## src/rtl/vic_pkg.sv

```systemverilog
// ---------------------------------------------------------------------------
// vic_pkg : shared constants, FSM encoding and ISR helpers for the VIC.
// Rev 1.0
// ---------------------------------------------------------------------------
`default_nettype none

package vic_pkg;

  localparam int N_SRC  = 31;
  localparam int AW     = 5;
  localparam int PRIO_W = 3;
  localparam int N_LVL  = 1 << PRIO_W;

  typedef enum logic [0:0] {
    ST_IDLE = 1'b0,
    ST_REQ  = 1'b1
  } state_t;

  // Index of the highest in-service level, 0 when nothing is in service.
  function automatic logic [PRIO_W-1:0] isr_top(input logic [N_LVL-1:1] v);
    isr_top = '0;
    for (int l = 1; l < N_LVL; l++) begin
      if (v[l]) isr_top = PRIO_W'(l);
    end
  endfunction

  function automatic logic [N_LVL-1:1] isr_clr_top(input logic [N_LVL-1:1] v);
    logic [PRIO_W-1:0] t;
    t = isr_top(v);
    isr_clr_top = v;
    for (int l = 1; l < N_LVL; l++) begin
      if (t == PRIO_W'(l)) isr_clr_top[l] = 1'b0;
    end
  endfunction

endpackage

`default_nettype wire

```

## src/rtl/vic_prio_sel.sv

```systemverilog
// ---------------------------------------------------------------------------
// vic_prio_sel : picks the highest-priority pending source above the running
// priority; ties resolve to the lowest index.  Rev 1.0
// ---------------------------------------------------------------------------
`default_nettype none

module vic_prio_sel
  import vic_pkg::*;
(
  input  logic [N_SRC-1:0]        i_pend,
  input  logic [N_SRC*PRIO_W-1:0] i_prio,
  input  logic [PRIO_W-1:0]       i_run_prio,
  output logic                    o_valid,
  output logic [AW-1:0]           o_vec,
  output logic [PRIO_W-1:0]       o_prio
);

  logic              w_valid;
  logic [AW-1:0]     w_vec;
  logic [PRIO_W-1:0] w_prio;

  // Strict '>' on the running best keeps the earliest (lowest) index on ties.
  always_comb begin
    w_valid = 1'b0;
    w_vec   = '0;
    w_prio  = '0;
    for (int s = 0; s < N_SRC; s++) begin
      if (i_pend[s] && (i_prio[s*PRIO_W +: PRIO_W] > i_run_prio) &&
          (i_prio[s*PRIO_W +: PRIO_W] > w_prio)) begin
        w_valid = 1'b1;
        w_vec   = AW'(s);
        w_prio  = i_prio[s*PRIO_W +: PRIO_W];
      end
    end
  end

  assign o_valid = w_valid;
  assign o_vec   = w_vec;
  assign o_prio  = w_prio;

endmodule

`default_nettype wire

```

## src/rtl/vic_nest_ctrl.sv

```systemverilog
// ---------------------------------------------------------------------------
// vic_nest_ctrl : VIC priority scheduler and nesting controller.
// Define VIC_NEST_EN for multi-level preemption; otherwise single busy level.
// Rev 1.0
// ---------------------------------------------------------------------------
`default_nettype none

module vic_nest_ctrl
  import vic_pkg::*;
(
  input  logic                    i_clk,
  input  logic                    i_rst_n,
  input  logic                    i_en,
  input  logic [N_SRC-1:0]        i_pend,
  input  logic [N_SRC*PRIO_W-1:0] i_prio,
  input  logic                    i_ack,
  input  logic                    i_eoi,
  output logic                    o_IRQ,
  output logic [AW-1:0]           o_irq_addr,
  output logic [PRIO_W-1:0]       o_run_prio
);

  state_t            r_state;
  logic [N_SRC-1:0]  r_pend;
  logic [N_SRC-1:0]  w_pend_clr;
  logic [PRIO_W-1:0] r_prio;
  logic              w_ack_fire;
  logic [PRIO_W-1:0] w_thresh;
  logic [PRIO_W-1:0] w_run_next;
  logic              w_cand_valid;
  logic [AW-1:0]     w_cand_vec;
  logic [PRIO_W-1:0] w_cand_prio;

  assign w_ack_fire = (r_state == ST_REQ) && i_ack;

  always_comb begin
    w_pend_clr = '0;
    for (int s = 0; s < N_SRC; s++) begin
      w_pend_clr[s] = w_ack_fire && (o_irq_addr == AW'(s));
    end
  end

`ifdef VIC_NEST_EN
  logic [N_LVL-1:1] r_isr;
  logic [N_LVL-1:1] w_isr_next;

  // EOI retires the top level before the ack inserts the new one.
  always_comb begin
    w_isr_next = r_isr;
    if (i_eoi) w_isr_next = isr_clr_top(r_isr);
    for (int l = 1; l < N_LVL; l++) begin
      if (w_ack_fire && (r_prio == PRIO_W'(l))) w_isr_next[l] = 1'b1;
    end
    w_run_next = isr_top(w_isr_next);
  end

  assign w_thresh = o_run_prio;

  always_ff @(posedge i_clk or negedge i_rst_n) begin
    if (!i_rst_n) r_isr <= '0;
    else          r_isr <= w_isr_next;
  end
`else
  logic              r_busy;
  logic [PRIO_W-1:0] r_busy_prio;
  logic              w_busy_next;
  logic [PRIO_W-1:0] w_busy_prio_next;

  always_comb begin
    w_busy_next      = r_busy & ~i_eoi;
    w_busy_prio_next = w_busy_next ? r_busy_prio : '0;
    if (w_ack_fire) begin
      w_busy_next      = 1'b1;
      w_busy_prio_next = r_prio;
    end
    w_run_next = w_busy_prio_next;
  end

  // An all-ones threshold blocks every candidate while busy: no preemption.
  assign w_thresh = r_busy ? '1 : '0;

  always_ff @(posedge i_clk or negedge i_rst_n) begin
    if (!i_rst_n) begin
      r_busy      <= 1'b0;
      r_busy_prio <= '0;
    end else begin
      r_busy      <= w_busy_next;
      r_busy_prio <= w_busy_prio_next;
    end
  end
`endif

  vic_prio_sel u_prio_sel (
    .i_pend     (r_pend),
    .i_prio     (i_prio),
    .i_run_prio (w_thresh),
    .o_valid    (w_cand_valid),
    .o_vec      (w_cand_vec),
    .o_prio     (w_cand_prio)
  );

  always_ff @(posedge i_clk or negedge i_rst_n) begin
    if (!i_rst_n) begin
      r_state    <= ST_IDLE;
      r_pend     <= '0;
      r_prio     <= '0;
      o_IRQ      <= 1'b0;
      o_irq_addr <= '0;
      o_run_prio <= '0;
    end else begin
      r_pend     <= (r_pend & ~w_pend_clr) | i_pend;
      o_run_prio <= w_run_next;
      case (r_state)
        ST_IDLE: begin
          if (i_en && w_cand_valid) begin
            r_state    <= ST_REQ;
            r_prio     <= w_cand_prio;
            o_IRQ      <= 1'b1;
            o_irq_addr <= w_cand_vec;
          end
        end
        ST_REQ: begin
          if (i_ack || !i_en) begin
            r_state <= ST_IDLE;
            o_IRQ   <= 1'b0;
          end
        end
        default: begin
          r_state <= ST_IDLE;
          o_IRQ   <= 1'b0;
        end
      endcase
    end
  end

endmodule

`default_nettype wire

```

## config.mk

```make
export PLATFORM = sky130hd
export DESIGN_NAME = vic_nest_ctrl
export DESIGN_NICKNAME = d
export VERILOG_FILES = /design/src/rtl/vic_pkg.sv /design/src/rtl/vic_prio_sel.sv /design/src/rtl/vic_nest_ctrl.sv
export SDC_FILE = /design/constraint.sdc
export NUM_CORES = 1
export LEC_CHECK = 0
export ABC_AREA = 0
export CORE_MARGIN = 2
export CORE_UTILIZATION = 25
export CTS_CLUSTER_SIZE = 24
export DETAILED_ROUTE_END_ITERATION = 10
export DONT_BUFFER_PORTS = 1
export PLACE_DENSITY = 0.46
export SYNTH_ARGS = -nofsm -noshare
export SYNTH_HDL_FRONTEND = slang
export SYNTH_HIERARCHICAL = 1
export SYNTH_SLANG_ARGS = --single-unit
```

## constraint.sdc

```tcl
create_clock -name i_clk -period 35.7 [get_ports i_clk]
set_input_delay 7.14 -clock i_clk [delete_from_list [all_inputs] [get_ports i_clk]]
set_output_delay 7.14 -clock i_clk [all_outputs]
set_load 0.05 [all_outputs]
```

# Word-level counts from Yosys, hierarchy flattened
# Index checks and enable logic that the tools add are counted.
[word_totals]
out_inout_bits = 9
register_bits = 45
wordCells = 310
input_bits = 129
[classes]
n_reduce_logical = 100
n_eq_ne = 33
order_cmp = 62
mux = 102
n_bitwise = 6
[op_table]
columns = ["operator", "n"]
rows = [
  ["$gt 3x3->1", 61],
  ["$mux 3", 38],
  ["$logic_and 1x1->1", 95],
  ["$eq 5x5->1 const B", 15],
  ["$mux 5", 15],
  ["$eq 5x4->1 const B", 8],
  ["$mux 1", 37],
  ["$mux 4", 8],
  ["$and 31x31->31", 1],
  ["$not 31->31", 1],
  ["$or 31x31->31", 1],
  ["$eq 5x3->1 const B", 4],
  ["$eq 5x2->1 const B", 2],
  ["$eq 5x1->1 const B", 1],
  ["$logic_not 5->1", 1],
  ["$mux 2", 2],
  ["$ne 2x2->1 const B", 2],
  ["$pmux 1 s2", 2],
  ["$reduce_and 2->1", 2],
  ["$gt 3x1->1 const B", 1],
  ["$ne 2x1->1 const B", 1],
  ["$not 1->1", 2],
  ["$and 1x1->1", 1],
  ["$logic_not 1->1", 1],
  ["$logic_or 1x1->1", 1],
]

# Longest topological paths before layout
[logic_depth]
depth_word = 98
mapped_depth = 221
ltp_nobuf = 218

# By module
# Netlist, hierarchy kept.
[modules_own_cells]
columns = ["module", "area_per_inst_um2", "cells_per_inst", "seq_area_each_um2", "instances"]
rows = [
  ["vic_prio_sel", 6501.2, 944, 0.0, 1],
  ["vic_nest_ctrl", 2154.6, 192, 1126.1, 1],
]

# Worst setup path after synthesis
# Ideal clock, no wire load.
[synth_path]
path_type = "input -> register"
from = "in i_prio[0]"
to = "reg o_irq_addr[0]"
path_slack_ps = -9360
cell_stages = 211
t_required_ps = 35575
setup_ps = 125
arrival_ps = 44935
cell_sequence = "inv_1 ha_1 nand3_1 o211ai_1 nor2_1 nand2_1 ha_1 a21oi_1 a22o_1 or2_1 buf_6 a31o_2 inv_1 ha_1 nand3b_1 a22oi_1 and2_1 clkbuf_1 [... 175 more ...] a31oi_1 ha_1 inv_1 a21oi_1 a21oi_1 maj3_1 nand2_1 nor2_1 a21o_1 ha_1 a21o_1 a21oi_1 nor3_1 a21oi_1 and2_1 nand3_1 nand3b_4 mux2_2"
[synth_via]
elab_chain_cells = 96
word_cells_on_any_way = 157
classes_between = "32 x order compare; 91 x mux; 34 x reduce/logical"
[synth_rtl]
columns = ["element", "line_no", "source"]
rows = [
  ["from (decl)", "vic_nest_ctrl.sv:15", "input logic [N_SRC*PRIO_W-1:0] i_prio,"],
  ["$gt 3x3->1", "vic_prio_sel.sv:28", "if (i_pend[s] && (i_prio[s*PRIO_W +: PRIO_W] > i_run_prio) &&"],
  ["$logic_and 1x1->1 (2 in series)", "vic_prio_sel.sv:28", ""],
  ["$mux 3", "vic_prio_sel.sv:28", ""],
  ["$gt 3x3->1", "vic_prio_sel.sv:29", "(i_prio[s*PRIO_W +: PRIO_W] > w_prio)) begin"],
  ["$logic_and 1x1->1", "vic_prio_sel.sv:28", ""],
  ["$mux 3", "vic_prio_sel.sv:28", ""],
  ["$gt 3x3->1", "vic_prio_sel.sv:29", ""],
  ["$logic_and 1x1->1", "vic_prio_sel.sv:28", ""],
  ["[... 80 more ...]", "--", ""],
  ["$logic_and 1x1->1", "vic_prio_sel.sv:28", ""],
  ["$mux 3", "vic_prio_sel.sv:28", ""],
  ["$gt 3x3->1", "vic_prio_sel.sv:29", ""],
  ["$logic_and 1x1->1", "vic_prio_sel.sv:28", ""],
  ["$mux 1 (*)", "vic_prio_sel.sv:28", ""],
  ["via w_cand_valid", "vic_nest_ctrl.sv:30", "logic w_cand_valid;"],
  ["$logic_and 1x1->1 (*)", "vic_nest_ctrl.sv:115", "if (i_en && w_cand_valid) begin"],
  ["$reduce_and 2->1 (no line) (*)", "--", ""],
  ["to (signal assigned)", "vic_nest_ctrl.sv:119", "o_irq_addr <= w_cand_vec;"],
  ["to (decl)", "vic_nest_ctrl.sv:19", "output logic [AW-1:0] o_irq_addr,"],
]
# Mark *: on every way through the listed nets, which the timed path passes. The rest lies on a longest branch.
# A chain may end at the register's enable or synchronous reset.

# Worst setup path in the final report
[layout_path]
from = "in i_prio[1]"
to = "reg r_prio[0]"
[layout_via]
elab_chain_cells = 96
word_cells_on_any_way = 128
classes_between = "32 x order compare; 62 x mux; 34 x reduce/logical"
[layout_rtl]
columns = ["element", "line_no", "source"]
rows = [
  ["$gt 3x3->1", "vic_prio_sel.sv:28", ""],
  ["$logic_and 1x1->1 (2 in series)", "vic_prio_sel.sv:28", ""],
  ["$mux 3", "vic_prio_sel.sv:28", ""],
  ["$gt 3x3->1", "vic_prio_sel.sv:29", ""],
  ["$logic_and 1x1->1", "vic_prio_sel.sv:28", ""],
  ["$mux 3", "vic_prio_sel.sv:28", ""],
  ["$gt 3x3->1", "vic_prio_sel.sv:29", ""],
  ["$logic_and 1x1->1", "vic_prio_sel.sv:28", ""],
  ["[... 80 more ...]", "--", ""],
  ["$logic_and 1x1->1", "vic_prio_sel.sv:28", ""],
  ["$mux 3", "vic_prio_sel.sv:28", ""],
  ["$gt 3x3->1", "vic_prio_sel.sv:29", ""],
  ["$logic_and 1x1->1", "vic_prio_sel.sv:28", ""],
  ["$mux 1 (*)", "vic_prio_sel.sv:28", ""],
  ["via w_cand_valid", "vic_nest_ctrl.sv:30", ""],
  ["$logic_and 1x1->1 (*)", "vic_nest_ctrl.sv:115", ""],
  ["$reduce_and 2->1 (no line) (*)", "--", ""],
  ["to (signal assigned)", "vic_nest_ctrl.sv:117", "r_prio <= w_cand_prio;"],
  ["to (decl)", "vic_nest_ctrl.sv:26", "logic [PRIO_W-1:0] r_prio;"],
]
# Marked as above.

==> results.json <==
{
  "status": "finished with violations",
  "violations": "negative setup slack",
  "fin_nets": 1690,
  "synth_compound_area_share_pct": 28.8,
  "dp_hpwl_um": 26400,
  "crit_required_ps": 35870,
  "drc_errors": 0,
  "netlist_area_um2": 8660,
  "grt_util_all_layers_pct": 18.0,
  "die_area_um2": 36100,
  "crit_path_max_fanout": 8,
  "slowest_delay_ps": 540,
  "ys_ff_latch": 45,
  "drive_above_1_share_pct": 40.3,
  "ys.flop_type": "dfrtp_1",
  "ys_seq_area_share_pct": 13.0,
  "post-synth-top-area-cell": "ha_1",
  "numCtsBuffers": 5,
  "arrival_ps": 43560,
  "synthAdderAreaFrac_pct": 20.5,
  "slew_violations": 0,
  "first_pass_iters": 5,
  "skew_ps": 4.80,
  "crit_top_cell": "ha_4",
  "row_count": 68,
  "die_x_um": 190,
  "maxClockFrequency_ghz": 0.0230,
  "reg2reg_from": "r_busy",
  "ys_types": 107,
  "worst-slew-pin-transition_ps": 997,
  "cts_hold_buffers": 0,
  "cap_violations": 0,
  "end_kind": "flip-flop",
  "synthCells": 1136,
  "crit_slowest_cell": "or4_1",
  "synth_area_leaders": "ha_1 (19%), dfrtp_1 (13%), nor2_1 (5.8%)",
  "ios": 138,
  "antenna_cells": 0,
  "worstHoldPathCells": 1,
  "cts.clk_slew.worst_paths_ps": 60,
  "fin_ws_ps": -7690,
  "via_count": 9473,
  "r2r_cells": 210,
  "vias_per_cell": 5.03,
  "fill_cells": 3494,
  "hold_viol_final": 0,
  "clockBufferDepth": 2,
  "rrSetupSlack_ps": -1460,
  "io_buffers": 0,
  "clock-sinks": 45,
  "synthSimpleGateAreaFrac_pct": 27.7,
  "timing.rr.end": "r_prio[0]",
  "grt_max_degree": 46,
  "rsz0062_at_grt": "true",
  "synth_xor_area_share_pct": 0,
  "clock_latency_ps": 290,
  "synth_top_area_share_pct": 19.1,
  "antenna_found_initial": 0,
  "mostFrequentLayoutCell": "buf_4",
  "gp_congestion": 0.868,
  "start_kind": "primary input",
  "fin_crit_sh_pct": 122,
  "hp-class": "reg2reg",
  "grt_pass1_vias": 9403,
  "ant_nets": 0,
  "synth_mux_area_share_pct": 3.83,
  "initial_utilization_pct": 25.2,
  "avgSynthCellArea_um2": 7.62,
  "h-tree-depth": 2,
  "core_um2": 34300,
  "relSlewSlack_pct": 33.6,
  "wl_um": 33400,
  "yosysWarnings": 6,
  "grt_pass1_wl_um": 51300,
  "setup_viol": 10,
  "synth_top_family_by_area": "compound AO/OA/AOI/OAI gates",
  "gr-total-overflow": 0,
  "crit_type": "in2reg",
  "wl_per_cell_um": 17.7,
  "synth_edf_count": 0,
  "hp-start": "r_prio[1]",
  "period_minus_slack_ps": 43390,
  "fin_hold_ws_ps": 517,
  "cts_tree": "yes",
  "synthArstFlopShare_pct": 100,
  "syn2layout_area_growth_pct": 47.4,
  "syn_nets": 1397,
  "drtIter0Drc": 368,
  "mostFrequentLayoutCells": "buf_4 (301), nor2_1 (105), ha_1 (102)",
  "ctsRootBufferMaster": "clkbuf_16",
  "hold_end": "r_prio[1]",
  "die_h_um": 190
}
-- stage by stage --
stage                     worst slack, ps  std cells  utilization [%]  area (µm²)  TNS, ps
after floorplan                     -7570       1136                -        9230   -75050
after global placement              -8310       1769             32.4       11100   -82600
after detailed placement            -8770       1769             32.4       11100   -87230
after CTS                           -7700       1866             35.5       12200   -76810
after global routing                -9450       1885             37.2       12800   -94390
final                               -7690       1885             37.2       12800   -76650
-- cell usage after synthesis, types with 4 or more instances --
library cell	count
a211o_1	4
a211oi_1	8
a21boi_0	7
a21o_1	9
a21oi_1	67
a22o_1	4
a22oi_1	4
a2bb2oi_1	4
a31o_2	6
a31oi_1	24
a41oi_1	14
a41oi_2	8
and2_1	26
and3_1	23
buf_6	8
clkbuf_1	5
dfrtp_1	45
ha_1	132
inv_1	102
maj3_1	10
mux2_2	13
mux2_4	5
mux2i_1	4
nand2_1	101
nand2b_1	11
nand3_1	58
nand3b_1	8
nand4_1	8
nor2_1	134
nor2b_1	38
nor3_1	13
nor3b_1	4
o211a_1	4
o211ai_1	7
o21a_1	13
o21ai_0	67
o21ai_1	7
o21bai_1	5
o221ai_1	4
o31ai_1	5
or2_2	8
-- how the worst max path moves through the flow --
stage,start,end,slack [ps],cells past startpoint
floorplan,i_prio[1],o_irq_addr[0],-7570,213
global placement,i_prio[1],o_irq_addr[4],-8310,209
global route,i_prio[1],o_irq_addr[0],-9450,213
CTS,i_prio[1],r_prio[0],-7700,212
finish,i_prio[1],r_prio[0],-7690,209
detailed placement,i_prio[1],r_prio[2],-8770,210
-- critical path: cells and delay by family --
kind	cells	cell delay, ps
compound gates	82	14120
fa+ha+maj	37	9940
simple gates	68	7800
mux	11	3540
buf+inv	11	970
-- registers in the layout, indices dropped and copies added, names as in the netlist --
| name | flops |
|---|---|
| r_pend | 31 |
| o_irq_addr | 5 |
| o_run_prio | 3 |
| r_prio | 3 |
| o_IRQ | 1 |
| r_busy | 1 |
| r_state | 1 |
-- final cells by class --
type                    instances  area, µm²  share of cell area, %
flip-flops and latches         45       1130                   8.83
repair buffers                305       2300                   18.1
clock buffers                   8        146                   1.15
inverters                     102        388                   3.04
multi-input cells             970       8230                   64.5
well taps                     455        569                   4.46
-- metal layers --
| layer | global-route usage, % | wire length (µm) |
|---|---|---|
| met1 | 22.5 | 14700 |
| met3 | 4.85 | 2220 |
| met2 | 30.7 | 15800 |
| met5 | 0 | 0 |
| met4 | 4.20 | 658 |
-- repair_timing --
action,4_1_cts,5_1_grt
resized for setup,61,73
setup buffers,89,19
pin swaps,130,131
endpoints found under the setup margin,10,10
-- cell families (layout without fill, tap and decap cells) --
logic type	Yosys count	after routing
AND/OR/NAND/NOR	466	466
AO/OA/AOI/OAI	334	334
adder cells (fa/ha/maj)	144	144
buffers and inverters	121	415
flip-flops	45	45
multiplexers	26	26
Power is not shown: default switching activity piles up to over one toggle a cycle in this logic, so the estimate is an artifact.
